## src/rtl/wrr_arbiter.sv

```systemverilog
// rtl/wrr_arbiter.sv - weighted round-robin arbiter with per-port burst credits
module wrr_arbiter #(
    parameter int PORTS    = 4,
    parameter int WEIGHT_W = 4
) (
    input  logic                      clk,
    input  logic                      rst_n,
    input  logic [PORTS-1:0]          request,
    input  logic [PORTS-1:0]          acknowledge,
    input  logic [PORTS*WEIGHT_W-1:0] weight,
    output logic [PORTS-1:0]          grant,
    output logic                      grant_valid,
    output logic [$clog2(PORTS)-1:0]  grant_encoded,
    output logic [WEIGHT_W-1:0]       grant_credit
);
    localparam int IDX_W = $clog2(PORTS);
    localparam logic [0:0] ST_IDLE    = 1'b0;
    localparam logic [0:0] ST_GRANTED = 1'b1;
    localparam logic [IDX_W-1:0]    LAST_RESET = IDX_W'(PORTS - 1);
    localparam logic [WEIGHT_W-1:0] CREDIT_ONE = WEIGHT_W'(1);
    localparam logic [PORTS-1:0]    GRANT_ONE  = {{(PORTS-1){1'b0}}, 1'b1};

    logic [0:0]          state;
    logic [IDX_W-1:0]    last;
    logic                sel_found;
    logic [IDX_W-1:0]    sel_idx;
    logic [WEIGHT_W-1:0] sel_weight;
    logic [WEIGHT_W-1:0] sel_credit;
    logic                owner_req;
    logic                owner_ack;
    logic                release_grant;

    function automatic logic [IDX_W-1:0] wrap_add(input logic [IDX_W-1:0] base, input int step);
        int t;
        t = int'(base) + step;
        if (t >= PORTS) t = t - PORTS;
        return IDX_W'(t);
    endfunction

    // Scan upward from last+1 so the previous owner ends up lowest priority.
    always_comb begin
        sel_found = 1'b0;
        sel_idx   = last;
        for (int k = 1; k <= PORTS; k++) begin
            if (!sel_found && request[wrap_add(last, k)]) begin
                sel_found = 1'b1;
                sel_idx   = wrap_add(last, k);
            end
        end
        sel_weight = weight[int'(sel_idx)*WEIGHT_W +: WEIGHT_W];
        sel_credit = (sel_weight == '0) ? CREDIT_ONE : sel_weight;
    end

    // Owner dropping its request abandons the burst regardless of acknowledge.
    always_comb begin
        owner_req     = request[grant_encoded];
        owner_ack     = acknowledge[grant_encoded];
        release_grant = !owner_req || (owner_ack && grant_credit == CREDIT_ONE);
    end

    assign grant_valid = (state == ST_GRANTED);

    always_ff @(posedge clk or negedge rst_n) begin
        if (!rst_n) begin
            state         <= ST_IDLE;
            grant         <= '0;
            grant_encoded <= '0;
            grant_credit  <= '0;
            last          <= LAST_RESET;
        end else if (state == ST_IDLE || release_grant) begin
            if (sel_found) begin
                state         <= ST_GRANTED;
                grant         <= GRANT_ONE << sel_idx;
                grant_encoded <= sel_idx;
                grant_credit  <= sel_credit;
                last          <= sel_idx;
            end else begin
                state         <= ST_IDLE;
                grant         <= '0;
                grant_encoded <= '0;
                grant_credit  <= '0;
            end
        end else if (owner_ack && grant_credit > CREDIT_ONE) begin
            grant_credit <= grant_credit - CREDIT_ONE;
        end
    end
endmodule
```

## config.mk

```make
export PLATFORM = sky130hd
export DESIGN_NAME = wrr_arbiter
export DESIGN_NICKNAME = d
export VERILOG_FILES = /design/src/rtl/wrr_arbiter.sv
export SDC_FILE = /design/constraint.sdc
export NUM_CORES = 1
export LEC_CHECK = 0
export BUFFER_PORTS_ARGS = -buffer_cell sky130_fd_sc_hd__buf_2
export CORE_MARGIN = 4
export CORE_UTILIZATION = 50
export DETAILED_ROUTE_END_ITERATION = 12
export PLACE_DENSITY = 0.84
export REMOVE_ABC_BUFFERS = 1
export SLEW_MARGIN = 0
export SYNTH_ARGS = -nofsm -noshare
export SYNTH_HDL_FRONTEND = slang
export SYNTH_SLANG_ARGS = --single-unit
```

## constraint.sdc

```tcl
create_clock -name clk -period 4.9 [get_ports clk]
set_input_delay 0.98 -clock clk [delete_from_list [all_inputs] [get_ports clk]]
set_output_delay 0.98 -clock clk [all_outputs]
set_load 0.005 [all_outputs]
```

==> results.toml <==
[status]
outcome = "finished clean"

[pwr]
leakage_uw = 0.000536
p_comb_share_pct = 59.7
power.density_nw_per_um2 = 632
pwr-share-clk_pct = 9.2
sw_frac_of_total_pct = 42.7
seq_power_share_pct = 31.0
ir_worst_vdd_v = 0.000385
switchingPower_uw = 293
p_int_uw = 394

[setup_path]
crit_fanout = 8
path_class = "input pin to register"
end_kind = "register"
r2r_slack_ns = 2.73
crit_arrival_ns = 2.64
worstPathRequired_ns = 5.06
start_kind = "input pin"

[logic_synthesis]
synth_top_area_cell = "dfrtp_1"
postSynthCellCount = 92
synth.top_cells.by_area = "dfrtp_1 32%, nand2_1 7.4%, dfstp_2 6.1%"
synthArstFlopShare_pct = 100
synth.top_cells.by_count = "17 x nand2_1, 11 x dfrtp_1, 5 x o21ai_0"
syn_area_um2 = 865
yosysMostFrequentCell = "nand2_1"
synth_edf_count = 0
synth.avg_cell_area_um2 = 9.40
ys_ff_latch = 13
synth_cell_type_count = 39
ys_seq_area_share_pct = 37.9
ys_warn_count = 0
synth_top_area_share_pct = 31.8
synth_ff_type = "dfrtp_1"

[clock_tree]
cts_sinks = 13
clk_latency_ns = 0.27
postCtsResizedCells = 0
cts.clk_slew.worst_paths_ns = 0.07
cts_tree = "built"
cts_setup_buffers = 0
ctsHoldBuffers = 0
cts_made_buffers = 3
cts_buffer_depth = 2
cts_max_level = 1
clockRootBuffer = "clkbuf_4"

[sta]
final.setup_skew_ns = 0.00593
setup_viol_count_final = 0
slew_viol_final = 0
max-slew-margin-rel_pct = 44.3
fin_crit_sh_pct = 50.7
finalCriticalPeriod_ns = 2.48
rsz0062_at_grt = "false"
fin_setup_tns_ns = 0
worst_slew_pin_slew_ns = 0.828
fin_ws_ns = 2.42
fmax_mhz = 403
hold_viol_final = 0

[finish]
syn_to_final_growth_pct = 25.8
nets = 160
fillers = 131
diodes = 0
final_cells = 147
drive_above_1_share_pct = 41.2
fin_area_um2 = 1090

[floorplan]
die_x_um = 49.6
fp-row-count = 14
coreArea_um2 = 1580
die_h_um = 49.6
start_util_pct = 54.8
pin_count = 37
design.die.area_um2 = 2460

[route]
drc = 0
vias = 859
wl_per_cell_um = 14.7
drt-initial-drc-count = 17
routed_wl_um = 2170
first_pass_iters = 4
via_per_inst = 5.84
antenna_left = 0

[placement]
hpwlAfterDp_um = 1770
place_ws_ns = 2.16
place.gp.congestion = 0.797
placed_cells = 143
place_area_um2 = 1060
port_buffers = 36

[global_route]
grt_pass1_vias = 863
grt_pass1_wl_um = 3660
antenna_found_initial = 0
overflow = 0
grt_max_degree = 14
grtUsageTotal_pct = 18.9

[run]
maxCapViolCount = 0

[hold_path]
hp-class = "register to register"
registers in the layout, summed over array words and instances (netlist names):
register / flops
grant: 4
grant_credit: 4
grant_encoded: 2
grant_valid: 1
last: 2
kinds of logic after synthesis:
group                    Yosys count  synth area share (%)
AO/OA/AOI/OAI                     30                  26.2
buffers and inverters              5                  2.17
flip-flops                        13                  37.9
XOR/XNOR                           3                  3.04
adder cells (fa/ha/maj)            2                  2.89
AND/OR/NAND/NOR                   36                  21.4
multiplexers                       3                  6.37
critical path: stages:
cell and delay [ns]:
buf_2 0.13, o21ai_1 0.16, a21boi_2 0.09, nor3_1 0.70
a21oi_1 0.08, a32o_2 0.27, a41o_1 0.22
final timing paths:
check | start | end | cells past startpoint
max reg2reg | last[1] | grant_credit[0] | 6
min | grant[0] | grant[0] | 2
max | request[0] | grant_credit[0] | 7
max in group asynchronous | rst_n | last[1] | 1
min in group asynchronous | rst_n | grant_valid | 1
min reg2reg | grant[0] | grant[0] | 2
layout by cell type, fill, tap and decap left out, types with 2 or more instances in the layout:
cell       n
a21o_1     3
a21oi_1    4
a32o_1     2
a32o_2     2
buf_2     36
clkbuf_4   3
dfrtp_1   11
dfstp_2    2
ha_1       2
inv_1      4
mux4_2     2
nand2_1   17
nand2b_1   3
nand3_1    2
nor2_1     4
o21ai_0    5
o22ai_1    3
xnor2_1    3
routing by layer:
metal / routed length, um / global-route usage [%] / up-vias
met2: 969 / 30.2 / 32
met1: 970 / 23.3 / 395
met4: 70 / 11.5 / 0
li1: - / - / 426
met3: 156 / 3.61 / 6
met5: 0 / 0 / -
final cells by class:
| type | instances | area [um^2] | share of cell area (%) |
|---|---|---|---|
| sequential | 13 | 328 | 30.1 |
| tap | 16 | 20.0 | 1.84 |
| inverter | 4 | 15.0 | 1.38 |
| multi-input combinational | 74 | 518 | 47.6 |
| clock buffer | 4 | 26.3 | 2.42 |
| timing repair buffer | 36 | 180 | 16.6 |
power groups by stage:
| stage | sequential, uW | combinational (uW) | clock [uW] |
|---|---|---|---|
| after detailed placement | 215 | 410 | 0 |
| after floorplan | 211 | 295 | 0 |
| after global placement | 213 | 401 | 0 |
| after CTS | 213 | 412 | 65.2 |
| final | 213 | 411 | 63.5 |
| after global routing | 222 | 456 | 70.8 |
through the flow:
| stage | hold WS [ns] | power (uW) | util, % |
|---|---|---|---|
| finish | 0.498 | 687 | 69.0 |
| global route | 0.551 | 749 | 69.0 |
| detailed placement | 0.471 | 625 | 67.3 |
| CTS | 0.500 | 691 | 69.0 |
| floorplan | 0.473 | 506 | - |
| global placement | 0.468 | 614 | 67.3 |
(Power assumes the default switching activity.)
